`src/rtl/mbist_march_ctrl.sv`:
```
// March C- memory BIST sequencer: one memory op per RUN cycle, read compared one cycle later.
// No flow control; stop aborts on the next edge, and a compare still pending at that point is dropped.
module mbist_march_ctrl #(
    parameter int                ADDR_W = 4,
    parameter int                DATA_W = 8,
    parameter logic [DATA_W-1:0] BG     = {DATA_W{1'b0}},
    parameter int                CNT_W  = 8
) (
    input  logic              clk,
    input  logic              rst,
    input  logic              start,
    input  logic              stop,
    output logic              tmode,
    output logic [ADDR_W-1:0] mem_addr,
    output logic [DATA_W-1:0] mem_wdata,
    output logic              mem_we,
    output logic              mem_re,
    input  logic [DATA_W-1:0] mem_rdata,
    output logic              done,
    output logic              fail,
    output logic [ADDR_W-1:0] fail_addr,
    output logic [CNT_W-1:0]  err_count
);

    typedef enum logic [1:0] {S_IDLE, S_RUN, S_FLUSH, S_DONE} state_t;

    localparam logic [ADDR_W-1:0] ADDR_MAX = '1;
    localparam logic [CNT_W-1:0]  ERR_MAX  = '1;

    state_t              state;
    state_t              state_nxt;
    logic [2:0]          elem;
    logic                op;
    logic [ADDR_W-1:0]   addr;
    logic                cmp_pend;
    logic [DATA_W-1:0]   cmp_exp;
    logic [ADDR_W-1:0]   cmp_addr;

    logic is_down, two_ops, rd_op, rd_inv, wr_inv, last_op, addr_end, run_end;
    logic start_run, miscmp;

    // E0 and E5 hold a single op; elements 1..4 are (read, write) pairs
    assign is_down   = (elem == 3'd3) || (elem == 3'd4);
    assign two_ops   = (elem != 3'd0) && (elem != 3'd5);
    assign rd_op     = (elem != 3'd0) && !op;
    assign rd_inv    = (elem == 3'd2) || (elem == 3'd4);
    assign wr_inv    = (elem == 3'd1) || (elem == 3'd3);
    assign last_op   = !two_ops || op;
    assign addr_end  = is_down ? (addr == '0) : (addr == ADDR_MAX);
    assign run_end   = last_op && addr_end && (elem == 3'd5);
    assign start_run = ((state == S_IDLE) || (state == S_DONE)) && start && !stop;
    assign miscmp    = cmp_pend && !stop && (mem_rdata != cmp_exp);

    always_comb begin
        state_nxt = state;
        tmode     = 1'b0;
        done      = 1'b0;
        mem_we    = 1'b0;
        mem_re    = 1'b0;
        mem_addr  = '0;
        mem_wdata = '0;
        case (state)
            S_IDLE: begin
                if (start_run) state_nxt = S_RUN;
            end
            S_RUN: begin
                tmode    = 1'b1;
                mem_we   = !rd_op;
                mem_re   = rd_op;
                mem_addr = addr;
                if (!rd_op) mem_wdata = wr_inv ? ~BG : BG;
                if (stop)         state_nxt = S_IDLE;
                else if (run_end) state_nxt = S_FLUSH;
            end
            S_FLUSH: begin
                tmode     = 1'b1;
                state_nxt = stop ? S_IDLE : S_DONE;
            end
            S_DONE: begin
                done = 1'b1;
                if (stop)           state_nxt = S_IDLE;
                else if (start_run) state_nxt = S_RUN;
            end
            default: state_nxt = S_IDLE;
        endcase
    end

    always_ff @(posedge clk) begin
        if (rst) begin
            state     <= S_IDLE;
            elem      <= 3'd0;
            op        <= 1'b0;
            addr      <= '0;
            cmp_pend  <= 1'b0;
            cmp_exp   <= '0;
            cmp_addr  <= '0;
            fail      <= 1'b0;
            fail_addr <= '0;
            err_count <= '0;
        end else begin
            state <= state_nxt;
            if (start_run) begin
                elem      <= 3'd0;
                op        <= 1'b0;
                addr      <= '0;
                cmp_pend  <= 1'b0;
                fail      <= 1'b0;
                fail_addr <= '0;
                err_count <= '0;
            end else begin
                if ((state == S_RUN) && !stop) begin
                    cmp_pend <= rd_op;
                    cmp_exp  <= rd_inv ? ~BG : BG;
                    cmp_addr <= addr;
                    if (!last_op) begin
                        op <= 1'b1;
                    end else begin
                        op <= 1'b0;
                        if (addr_end) begin
                            // next element's start address: E3/E4 walk down from the top
                            elem <= elem + 3'd1;
                            addr <= ((elem == 3'd2) || (elem == 3'd3)) ? ADDR_MAX : '0;
                        end else begin
                            addr <= is_down ? addr - ADDR_W'(1) : addr + ADDR_W'(1);
                        end
                    end
                end else begin
                    cmp_pend <= 1'b0;
                end
                if (miscmp) begin
                    fail <= 1'b1;
                    if (!fail) fail_addr <= cmp_addr;
                    if (err_count != ERR_MAX) err_count <= err_count + CNT_W'(1);
                end
            end
        end
    end

endmodule

```
`config.mk`:
```
export PLATFORM = sky130hd
export DESIGN_NAME = mbist_march_ctrl
export DESIGN_NICKNAME = d
export VERILOG_FILES = /design/src/rtl/mbist_march_ctrl.sv
export SDC_FILE = /design/constraint.sdc
export NUM_CORES = 1
export LEC_CHECK = 0
export BUFFER_PORTS_ARGS = -buffer_cell sky130_fd_sc_hd__buf_4
export CAP_MARGIN = 25
export CORE_MARGIN = 1.5
export CORE_UTILIZATION = 40
export DETAILED_ROUTE_END_ITERATION = 6
export PLACE_DENSITY_LB_ADDON = 0.1
export SYNTH_ARGS = -nofsm -noshare
export SYNTH_HDL_FRONTEND = slang
export SYNTH_SLANG_ARGS = --single-unit
```
`constraint.sdc`:
```
create_clock -name clk -period 2.3 [get_ports clk]
set_input_delay 0.46 -clock clk [delete_from_list [all_inputs] [get_ports clk]]
set_output_delay 0.46 -clock clk [all_outputs]
set_load 0.005 [all_outputs]
```
### Word-level counts from Yosys, hierarchy flattened

Cells that the tools add are included.

| word-level totals | value |
|---|---|
| bits of input ports | 12 |
| flip-flop bits (word level) | 36 |
| logic and storage cells | 80 |
| output and inout port bits | 29 |

| operators by class | value |
|---|---|
| mux-type cells | 20 |
| reductions and logical operators | 30 |
| $add $sub $neg | 4 |
| bitwise gates (word level) | 3 |
| equality and inequality tests | 13 |

Operators by type and width:

| cell | count |
|---|---|
| 8-bit 2-to-1 mux | 4 |
| 4-bit 2-to-1 mux | 4 |
| 2-bit 2-to-1 mux | 5 |
| 1-bit logical AND | 9 |
| 8-bit by 1-bit adder with 8-bit output (second input constant) | 1 |
| 8-bit != test | 1 |
| 8-bit != test (second input constant) | 1 |
| 2-bit one-hot mux with 4 select lines | 1 |
| 2-bit AND reduction | 4 |
| 3-bit by 2-bit equality test with 1-bit output (second input constant) | 2 |
| 3-bit equality test (second input constant) | 2 |
| 1-bit logical OR | 6 |
| 1-bit 2-to-1 mux | 6 |
| 3-bit != test (second input constant) | 2 |
| 4-bit by 1-bit adder with 4-bit output (second input constant) | 1 |
| 2-bit equality test (second input constant) | 2 |
| 4-bit equality test (second input constant) | 1 |
| 1-bit logical NOT | 4 |
| 4-bit logical NOT | 1 |
| 2-bit OR reduction | 2 |
| 4-bit by 1-bit subtractor with 4-bit output (second input constant) | 1 |
| 3-bit by 1-bit adder with 3-bit output (second input constant) | 1 |
| 3-bit by 1-bit equality test with 1-bit output (second input constant) | 1 |
| 1-bit NOT | 3 |
| other kinds (5) | 5 |

### Depth between registers and ports, before layout

Gate-level depths: netlist of run 1.

| logic depth | value |
|---|---|
| depth in word-level cells | 9 |
| depth in mapped cells | 10 |
| mapped depth without buffers | 10 |

### Least setup slack after synthesis of run 1

Ideal clock, no wire load.

| path | value |
|---|---|
| path type | register to output |
| from | register elem[0] |
| to | output port mem_wdata[1] |
| path slack | -23 ps |
| cell stages (with the launch flop) | 7 |
| data required time | 1840 ps |
| path buffers | 1 |
| arrival time | 1863 ps |
| cell sequence | dfxtp_1 inv_1 ha_1 nor2b_1 nor2_1 nor4_1 buf_4 |

| between the ends | value |
|---|---|
| word-level cells in the longest chain between the ends | 5 |
| elaborated cells between the ends (all ways) | 8 |
| classes of those cells | 2 x eq/ne; 3 x mux; 3 x reduce/logical |

RTL lines:

| item | line | source |
|---|---|---|
| start: declaration | 32 | `logic [2:0] elem;` |
| start signal: assignment | 121 | `elem <= elem + 3'd1;` |
| 3-bit by 1-bit equality test with 1-bit output or 3-bit by 2-bit equality test with 1-bit output (tied branches) | 47 | `assign wr_inv = (elem == 3'd1) \|\| (elem == 3'd3);` |
| 1-bit logical OR | 47 |  |
| 8-bit 2-to-1 mux | 71 | `if (!rd_op) mem_wdata = wr_inv ? ~BG : BG;` |
| 8-bit 2-to-1 mux (*) | 71 |  |
| 8-bit 2-to-1 mux (*) | 62 | `case (state)` |
| end: declaration | 15 | `output logic [DATA_W-1:0] mem_wdata,` |

Every way passes the cells marked *; elsewhere a longest branch is shown, timed or not.

### Worst setup path in the final report of run 1

| path | value |
|---|---|
| from | register elem[0] |
| to | output port mem_wdata[2] |

Same word-level chain as after synthesis.

==> summary.txt, run 1 <==
Status
  – Run status: complete, no violations

Yosys
  – Simple-gate area share of the yosys netlist: 0.253
  – Sequential-to-total area share from yosys stat: 0.327
  – Syn avg cell area: about 8.3 µm²
  – Async S/R FF share, synth: 0
  – Largest family of logic cells by synthesized area: simple AND/OR/NAND/NOR gates
  – Synthesized Nets: between 200 and 250
  – Post-synthesis mux area share: 0.0437
  – Flops & latches, synth: 29
  – Post-synth EDFFs: 0
  – Post-synthesis compound-gate area fraction: 0.187
  – Synth cell types: 47
  – Top_reg_cell synth: dfxtp_1
  – Ys Warns: 0
  – Post-Synth XOR/XNOR Area: 0.0148
  – Post-Syn Area: approximately 1800 µm²
  – Cells after Synth: roughly 210
  – Post-Synth Adder-Cell Area: 0.0958

STA
  – Setup WS post-layout: 0.125 ns
  – Slew Viols, Final: 0
  – Unrepaired setup endpoints after global routing: no
  – FMAX: 460 MHz
  – Clock skew: around 0.0034 ns
  – Post-route minimum period: 2.17 ns
  – Tcrit/Tclk final: 0.945
  – Rel. slew slack: 0.509
  – Hold Vio Cnt, Final: 0
  – Setup TNS: 0 ns
  – Worst-margin pin slew: ~0.73 ns
  – Setup Viol. Count Final: 0

GRT
  – Initial antenna violation count: 0
  – Met2 global-route usage: 0.286
  – Met1 global-route usage: 0.203
  – Gr ovfl total: 0
  – Vias in the first global route: between 1000 and 1500
  – First-pass GRT wire length: roughly 6600 µm
  – Top Usage Layer GRT: met2
  – Largest net degree at the start of global routing: 14
  – GRT Total Usage: 0.169
  – M3 GR Usage: 0.0567

CTS
  – CTS tree: built
  – Setup bufs post-CTS: 0
  – Worst-Skew Late Latency: between 0.2 and 0.3 ns
  – CTS root buf: clkbuf_8
  – Total CTS buffers: 5
  – Reg clk slew, reported paths: around 0.06 ns
  – Clock Path Buffers: 2
  – CTS Sinks: 29
  – H-tree depth: 2
  – Hold_buf cts: 0

Critical path
  – Critical path launch point type: register
  – Max Fanout on Critical Path: 8
  – Kind of critical path: register to output port
  – CP arrival: between 1.5 and 2 ns
  – Critical Path End Type: output port
  – Critical path required time: ~1.8 ns

Cells and area
  – Non-Filler Instances: a little over 300
  – Commonest non-fill, non-tap cells in the layout: 49 x buf_4, 29 x dfxtp_1, 22 x nor2_1, 18 x a21oi_1, 17 x nand2_1
  – Cell area after layout: between 2000 and 2500 µm²
  – Diode count: 0
  – Commonest non-fill, non-tap cell in the layout: buf_4
  – Area grow syn2layout: 26.4%
  – Fillers: 432
  – Layout Nets: about 280
  – Fraction of layout cells with a size suffix above 1: 0.276

Floorplanning
  – Starting density of the core: 0.411
  – Die height: slightly below 70 µm
  – Number of placement rows: 24
  – CORE AREA: approximately 4300 µm²
  – Io pins: 41
  – Die area: between 4000 and 5000 µm²
  – Die width: between 60 and 70 µm

Place
  – Post-DP HPWL: 2940 µm
  – Place WS: 0.0783 ns
  – Gp weighted congestion: 0.781
  – Cell Area, Placed: approximately 2100 µm²
  – # port buffers: 40
  – Cells after DPL: about 300

Routing
  – TritonRoute pass-1 iters: 2
  – Mean routed wirelength per cell: around 13 µm
  – Vias: approximately 1600
  – Vias per cell: 5.13
  – Antenna-violating nets left: 0
  – Final WL: 3870 µm
  – Initial drt markers: 40
  – # DRC: 0

Power
  – Peak VDD IR: 0.418 mV
  – Lkg Pwr: ~0.94 nW
  – PD cells: 517 nW/µm²

Flow run
  – MaxCap Viol Count: 0

Hold path
  – Min-delay worst type: input pin to register
metrics by stage:
step	total power [mW]	util	hold slack (ns)
6_report	1.16	0.519	0.408
3_5_place_dp	0.615	0.489	0.448
5_1_grt	1.21	0.519	0.398
2_1_floorplan	0.571	-	0.436
3_3_place_gp	0.615	0.489	0.453
4_1_cts	1.17	0.517	0.408
repair_timing:
action	in CTS	in global routing
endpoints found under the setup margin	8	9
resized for setup	1	3
hold endpoints to repair	0	0
worst max-delay path, cell delays in order, from the launching register on:
cell and delay, ns:
dfxtp_1 0.39, inv_1 0.10, ha_1 0.25, nor2b_4 0.15, nor2_2 0.16, nor4_2 0.06
buf_4 0.17, buf_4 0.13
worst paths after layout:
check / from / to / slack [ns] / cells after the start
worst min-delay path: rst / cmp_addr[3] / 0.41 / 2
worst min register to register: cmp_addr[0] / cmp_addr[0] / 0.46 / 2
worst max-delay path: elem[0] / mem_wdata[2] / 0.13 / 7
worst max register to register: elem[0] / addr[3] / 0.16 / 10
state kept, by name, summed over array words and instances (netlist names):
register   cells
addr           4
cmp_addr       4
cmp_exp        1
cmp_pend       1
elem           3
err_count      8
fail           1
fail_addr      4
op             1
state          2
cells in the mapped netlist, types with 4 or more instances:
library cell / count / area, µm²
nand4_1: 4 / 25.0
mux2i_1: 5 / 50.1
nand3_1: 9 / 45.0
inv_1: 11 / 41.3
dfxtp_1: 29 / 581
a21oi_1: 19 / 95.1
clkbuf_1: 6 / 22.5
nand2_1: 17 / 63.8
nor3_1: 6 / 30.0
a211oi_1: 4 / 30.0
nor2_1: 23 / 86.3
and2_1: 5 / 31.3
buf_4: 7 / 52.6
ha_1: 12 / 150
nor2b_1: 6 / 37.5
layer usage:
metal | part of all wire | up-vias
met1 | 0.47 | 725
met2 | 0.48 | 18
met4 | 0.012 | 0
met3 | 0.033 | 5
met5 | 0 | -
li1 | - | 822
cell type report:
type | count | area [µm²] | area share
well taps | 52 | 65.1 | 0.0290
repair buffers | 49 | 368 | 0.164
clock buffers | 7 | 86.3 | 0.0384
inverters | 11 | 41.3 | 0.0184
flip-flops and latches | 29 | 581 | 0.258
multi-input cells | 157 | 1070 | 0.479
clock inverters | 1 | 30.0 | 0.0134
cells by family (layout without fill, tap and decap cells):
kind of cell	after synthesis	in the layout
AND/OR/NAND/NOR	85	85
AO/OA/AOI/OAI	49	49
flip-flops	29	29
buffers and inverters	28	68
adder cells (fa/ha/maj)	13	13
multiplexers	7	7
XOR/XNOR	3	3
power breakdown:
part           internal [mW]  switching [mW]
Sequential             0.506         0.00573
Combinational         0.0405          0.0504
Clock                  0.353           0.207
Total                  0.899           0.263
No activity file was read; power rests on OpenSTA's default activity.
==> inputs of run 2 (changes only) <==
==> constraint.sdc (replaced) <==
create_clock -name clk -period 2.2 [get_ports clk]
set_input_delay 0.44 -clock clk [delete_from_list [all_inputs] [get_ports clk]]
set_output_delay 0.44 -clock clk [all_outputs]
set_load 0.02 [all_outputs]
==> run 2 against run 1 <==
Combinational power grew 11%. Critical endpoint is now mem_wdata[7]. Clock-buffer cell count shrank 1. Largest power group is now registers. Wire length grew 2.5%. Clock power shrank 25%. Register-to-register slack lost 0.02 ns.
==> summary.txt, run 2 (synthesized netlist as in run 1, its figures left out) <==
Status
  – Run status: complete, no violations

Place
  – Cell Area, Placed: 2150 µm² (+1.5%)
  – Cells after DPL: 301 (+1.0%)
  – Post-DP HPWL: 3050 µm (+3.7%)
  – Place WS: 0.0370 ns (-0.0412 ns)
  – Gp weighted congestion: 0.777 (-0.49%)
  – # port buffers: 40 (unchanged)

Floorplanning
  – CORE AREA: 4320 µm² (unchanged)
  – Number of placement rows: 24 (unchanged)
  – Die height: 69.6 µm (unchanged)
  – Die area: 4850 µm² (unchanged)
  – Die width: 69.6 µm (unchanged)
  – Starting density of the core: 0.411 (unchanged)
  – Io pins: 41 (unchanged)

CTS
  – Clock Path Buffers: 2 (unchanged)
  – Hold_buf cts: 0 (unchanged)
  – Total CTS buffers: 5 (unchanged)
  – Worst-Skew Late Latency: 0.28 ns (about the same)
  – CTS Sinks: 29 (unchanged)
  – Reg clk slew, reported paths: 0.06 ns (about the same)
  – CTS tree: built
  – CTS root buf: clkbuf_8
  – H-tree depth: 2 (unchanged)

GRT
  – First-pass GRT wire length: 6870 µm (+4.4%)
  – Initial antenna violation count: 0 (unchanged)
  – Vias in the first global route: 1583 (+6.3%)
  – GRT Total Usage: 0.174 (+0.00476)
  – Largest net degree at the start of global routing: 14 (unchanged)
  – Gr ovfl total: 0 (unchanged)

Routing
  – Vias per cell: 5.17 (+0.77%)
  – Mean routed wirelength per cell: 12.7 µm (+0.89%)
  – Final WL: 3960 µm (+2.5%)
  – TritonRoute pass-1 iters: 4 (+2)
  – Initial drt markers: 43 (+7.5%)
  – # DRC: 0 (unchanged)
  – Vias: 1608 (+2.4%)
  – Antenna-violating nets left: 0 (unchanged)

Cells and area
  – Most flops, register: err_count
  – Multi-input gate area: 1110 µm² (+2.9%)
  – Area grow syn2layout: 28.7%
  – Commonest non-fill, non-tap cells in the layout: 53 x buf_4, 28 x dfxtp_1, 22 x nor2_1, 18 x a21oi_1, 17 x nand2_1
  – Diode count: 0 (unchanged)
  – Cell area after layout: 2290 µm² (+1.8%)
  – Fillers: 441 (+2.1%)
  – Sequential Area: 582 µm² (+0.22%)
  – Max FFs per register: 8 (unchanged)
  – Fraction of layout cells with a size suffix above 1: 0.301 (+0.0256)
  – Non-Filler Instances: 311 (+1.6%)
  – Commonest non-fill, non-tap cell in the layout: buf_4
  – Final core utilization: 0.529 (+0.00926)
  – Layout Nets: 283 (+1.8%)

Critical path
  – Critical path required time: 1.76 ns (-0.08 ns)
  – CP arrival: 1.68 ns (-0.03 ns)
  – Critical Path End Type: output port
  – Critical path launch point type: register
  – Max Fanout on Critical Path: 8 (unchanged)
  – Kind of critical path: register to output port

STA
  – Hold Vio Cnt, Final: 0 (unchanged)
  – Slew Viols, Final: 0 (unchanged)
  – Rel. slew slack: 0.497 (-0.0121)
  – Unrepaired setup endpoints after global routing: no
  – Post-route minimum period: 2.12 ns
  – FMAX: ~470 MHz
  – Setup Viol. Count Final: 0 (unchanged)
  – Tcrit/Tclk final: 0.964
  – Setup WS post-layout: 0.0790 ns (-0.0464 ns)
  – Worst-margin pin slew: 0.751 ns (+0.0181 ns)
  – Clock skew: 0.00254 ns (-0.000852 ns)
  – Setup TNS: 0 ns (unchanged)

Power
  – P_int: 0.791 mW (-12%)
  – PD cells: 462 nW/µm² (-11%)
  – Comb power frac: 0.096 (+0.018)
  – Lkg Pwr: 0.953 nW (+1.5%)
  – Clk network pwr share: 0.398 (-0.084)
  – P_sw: 0.265 mW (+0.67%)
  – Sequential share of power: 0.506 (+0.066)
  – Peak VDD IR: 0.297 mV (-29%)
  – Sw frac: 0.251 (+0.0244)

Hold path
  – Min-delay worst type: input pin to register

Flow run
  – MaxCap Viol Count: 0 (unchanged)
-- run 2: final cells by class --
| class | count | share of cell area |
|---|---|---|
| multi-input cells | 157 | 0.484 |
| flip-flops and latches | 29 | 0.255 |
| inverters | 11 | 0.0181 |
| well taps | 52 | 0.0285 |
| repair buffers | 54 | 0.179 |
| clock inverters | 2 | 0.00438 |
| clock buffers | 6 | 0.0317 |
-- run 2: power groups by stage --
stage / Clock, mW / Sequential (mW) / Combinational [mW]
finish: 0.420 / 0.534 / 0.101
global route: 0.451 / 0.535 / 0.112
global placement: 0 / 0.545 / 0.103
floorplan: 0 / 0.545 / 0.0573
detailed placement: 0 / 0.545 / 0.102
CTS: 0.438 / 0.534 / 0.102
-- run 2: stage by stage --
step,power [mW],hold slack [ns]
after floorplan,0.602,0.436
after global placement,0.648,0.450
final,1.06,0.395
after global routing,1.10,0.399
after CTS,1.07,0.385
after detailed placement,0.648,0.453
-- run 2: path summary, 6_finish.rpt --
kind / startpoint / cells past startpoint / endpoint / slack (ns)
worst max-delay path: elem[0] / 7 / mem_wdata[7] / 0.08
worst min-delay path: rst / 2 / cmp_addr[2] / 0.39
worst max register to register: elem[1] / 10 / addr[3] / 0.14
worst min register to register: cmp_addr[3] / 2 / cmp_addr[3] / 0.46
-- run 2: layer usage --
layer / up-vias / global-route usage / wire length (µm)
met5: - / 0 / 0
met4: 0 / 0.0705 / 75
met3: 7 / 0.0407 / 151
met2: 22 / 0.314 / 1970
met1: 740 / 0.195 / 1760
li1: 839 / - / -
-- run 2: critical path: stages (launching register included) --
cell	delay (ns)
dfxtp_2	0.34
inv_1	0.11
ha_4	0.16
nor2b_4	0.15
nor2_2	0.07
nor4_4	0.27
buf_6	0.16
buf_4	0.14
-- run 2: repair_timing --
item | in CTS | in global routing
endpoints found under the setup margin | 8 | 9
resized for setup | 4 | 6
pin swaps | 1 | 1
buffers inserted | 2 | 0
==> inputs of run 3 (changes only) <==
--- a/config.mk
+++ b/config.mk
@@ -7,6 +7,7 @@
 export LEC_CHECK = 0
 export BUFFER_PORTS_ARGS = -buffer_cell sky130_fd_sc_hd__buf_4
 export CAP_MARGIN = 25
+export CORE_ASPECT_RATIO = 1.75
 export CORE_MARGIN = 1.5
 export CORE_UTILIZATION = 40
 export DETAILED_ROUTE_END_ITERATION = 6
==> run 3 against run 2 <==
Critical path depth is the same. Maximum frequency grew 0.89%. Global-route usage grew 1.4 points. Sequential share of layout area grew 0.097 points. First-iteration DRC count shrank 44%. Final area shrank 0.16%. Register-to-register slack gained 0.09 ns. Combinational power grew 7%. Non-clock buffer count is the same. Critical path type unchanged.
==> summary.txt, run 3 (synthesized netlist as in run 1, its figures left out) <==
Status
  – Run status: complete, no violations

Place
  – Gp weighted congestion: 0.828 (+6.6%)
  – # port buffers: 40 (unchanged)
  – Post-DP HPWL: 3260 µm (+6.9%)
  – Place WS: 0.0209 ns (-0.0161 ns)

Routing
  – Final WL: 4230 µm (+6.8%)
  – Initial drt markers: 24 (-44%)
  – Vias per cell: 5.37 (+3.8%)
  – Vias: 1653 (+2.8%)
  – Antenna-violating nets left: 0 (unchanged)
  – TritonRoute pass-1 iters: 4 (unchanged)
  – # DRC: 0 (unchanged)
  – Mean routed wirelength per cell: 13.7 µm (+7.9%)

CTS
  – Worst-Skew Late Latency: 0.28 ns (about the same)
  – CTS Sinks: 29 (unchanged)
  – Hold_buf cts: 0 (unchanged)
  – Clock Path Buffers: 2 (unchanged)
  – CTS tree: built
  – Reg clk slew, reported paths: 0.06 ns (about the same)
  – CTS root buf: clkbuf_8
  – Total CTS buffers: 5 (unchanged)
  – H-tree depth: 2 (unchanged)

STA
  – FMAX: 476 MHz (+0.89%)
  – Hold Vio Cnt, Final: 0 (unchanged)
  – Setup TNS: 0 ns (unchanged)
  – Clock skew: 0.00416 ns (+0.00162 ns)
  – Post-route minimum period: 2.10 ns (-0.0187 ns)
  – Unrepaired setup endpoints after global routing: no
  – Rel. slew slack: 0.489 (-0.00782)
  – Slew Viols, Final: 0 (unchanged)
  – Setup Viol. Count Final: 0 (unchanged)
  – Worst-margin pin slew: 0.763 ns (+0.0117 ns)
  – Tcrit/Tclk final: 0.956 (-0.00850)
  – Setup WS post-layout: 0.0977 ns (+0.0187 ns)

GRT
  – Vias in the first global route: 1554 (-1.8%)
  – First-pass GRT wire length: 6850 µm (-0.31%)
  – Gr ovfl total: 0 (unchanged)
  – Initial antenna violation count: 0 (unchanged)
  – Largest net degree at the start of global routing: 20 (+6)
  – GRT Total Usage: 0.188 (+0.0145)

Floorplanning
  – Die height: 91.2 µm (+31%)
  – Die width: 53.4 µm (-23%)
  – Die area: 4870 µm² (+0.33%)
  – Starting density of the core: 0.424 (+0.0133)
  – CORE AREA: 4190 µm² (-3.1%)
  – Io pins: 41 (unchanged)
  – Number of placement rows: 31 (+29%)

Critical path
  – Crit-path most repeated cell: buf_4
  – Cell count along the critical path: 7 (unchanged)
  – Critical path buffers and inverters: 3 (unchanged)
  – CP delay by family, top: simple AND/OR/NAND/NOR gates
  – Max Fanout on Critical Path: 8 (unchanged)
  – CP arrival: 1.66 ns (-0.02 ns)
  – Critical path launch point type: register
  – Kind of critical path: register to output port
  – Max stage delay cell, worst path: dfxtp_2
  – Worst Reg-to-Reg Cells: 10 (unchanged)
  – Slowest stage delay, CP: 0.34 ns (about the same)
  – R2r setup slk: 0.23 ns (+0.09 ns)
  – Crit-path cells: inv_2, ha_4, nor2b_4, nor2_1, nor4_4, buf_4, buf_4
  – Critical Path End Type: output port
  – Critical path required time: 1.76 ns (about the same)

Power
  – PD cells: 464 nW/µm² (+0.50%)
  – Peak VDD IR: 0.335 mV (+13%)
  – Lkg Pwr: 0.957 nW (+0.44%)

Cells and area
  – Area grow syn2layout: 28.5%
  – Commonest non-fill, non-tap cells in the layout: 53 x buf_4, 27 x dfxtp_1, 23 x nor2_1, 18 x a21oi_1, 17 x nand2_1
  – Multi-input gate area: 1100 µm² (-0.91%)
  – Sequential Area: 583 µm² (+0.22%)
  – Diode count: 0 (unchanged)
  – Commonest non-fill, non-tap cell in the layout: buf_4
  – Max FFs per register: 8 (unchanged)
  – Most flops, register: err_count
  – Fraction of layout cells with a size suffix above 1: 0.309 (+0.00772)
  – Fillers: 413 (-6.3%)
  – Layout Nets: 283 (unchanged)

Hold path
  – Worst hold path depth: 2 (unchanged)
  – Min-delay worst type: input pin to register

Flow run
  – MaxCap Viol Count: 0 (unchanged)
[run 3: area by class of cell]
cell class / instances / share of cell area
clock buffer: 6 / 0.0318
clock inverter: 2 / 0.00439
inverter: 11 / 0.0181
multi-input combinational: 157 / 0.480
sequential: 29 / 0.255
tap: 49 / 0.0269
timing repair buffer: 54 / 0.183
[run 3: through the flow]
step | cell area, µm² | power [mW] | cells | util | hold WS [ns]
3_3_place_gp | 2160 | 0.651 | 298 | 0.515 | 0.448
6_report | 2280 | 1.06 | 308 | 0.545 | 0.402
5_1_grt | 2280 | 1.11 | 308 | 0.545 | 0.401
4_1_cts | 2260 | 1.07 | 308 | 0.540 | 0.391
3_5_place_dp | 2160 | 0.652 | 298 | 0.515 | 0.449
2_1_floorplan | 1790 | 0.602 | 214 | - | 0.436
[run 3: timing repair]
action                                  CTS  global route
pin swaps                                 1             1
hold endpoints to repair                  0             0
endpoints found under the setup margin    9             9
buffers inserted                          2             0
gates resized for setup                   3             7
[run 3: per-layer routing]
metal / part of all wire / global-route usage / routed length, µm
met1: 0.39 / 0.194 / 1640
met2: 0.54 / 0.338 / 2280
met3: 0.039 / 0.0428 / 167
met4: 0.035 / 0.0833 / 147
met5: 0 / 0 / 0
[run 3: worst paths after layout]
kind                             startpoint            to
worst max-delay path                elem[0]  mem_wdata[4]
worst min-delay path                    rst   cmp_addr[2]
worst max register to register      elem[0]       addr[3]
worst min register to register  cmp_addr[3]   cmp_addr[3]
[run 3: report_power, final]
| group | switching [mW] | leakage (nW) | internal [mW] | total, mW |
|---|---|---|---|---|
| combinational | 0.0610 | 0.677 | 0.0466 | 0.108 |
| sequential | 0.00518 | 0.235 | 0.529 | 0.534 |
| clock | 0.199 | 0.0450 | 0.219 | 0.418 |
| total | 0.265 | 0.957 | 0.794 | 1.06 |
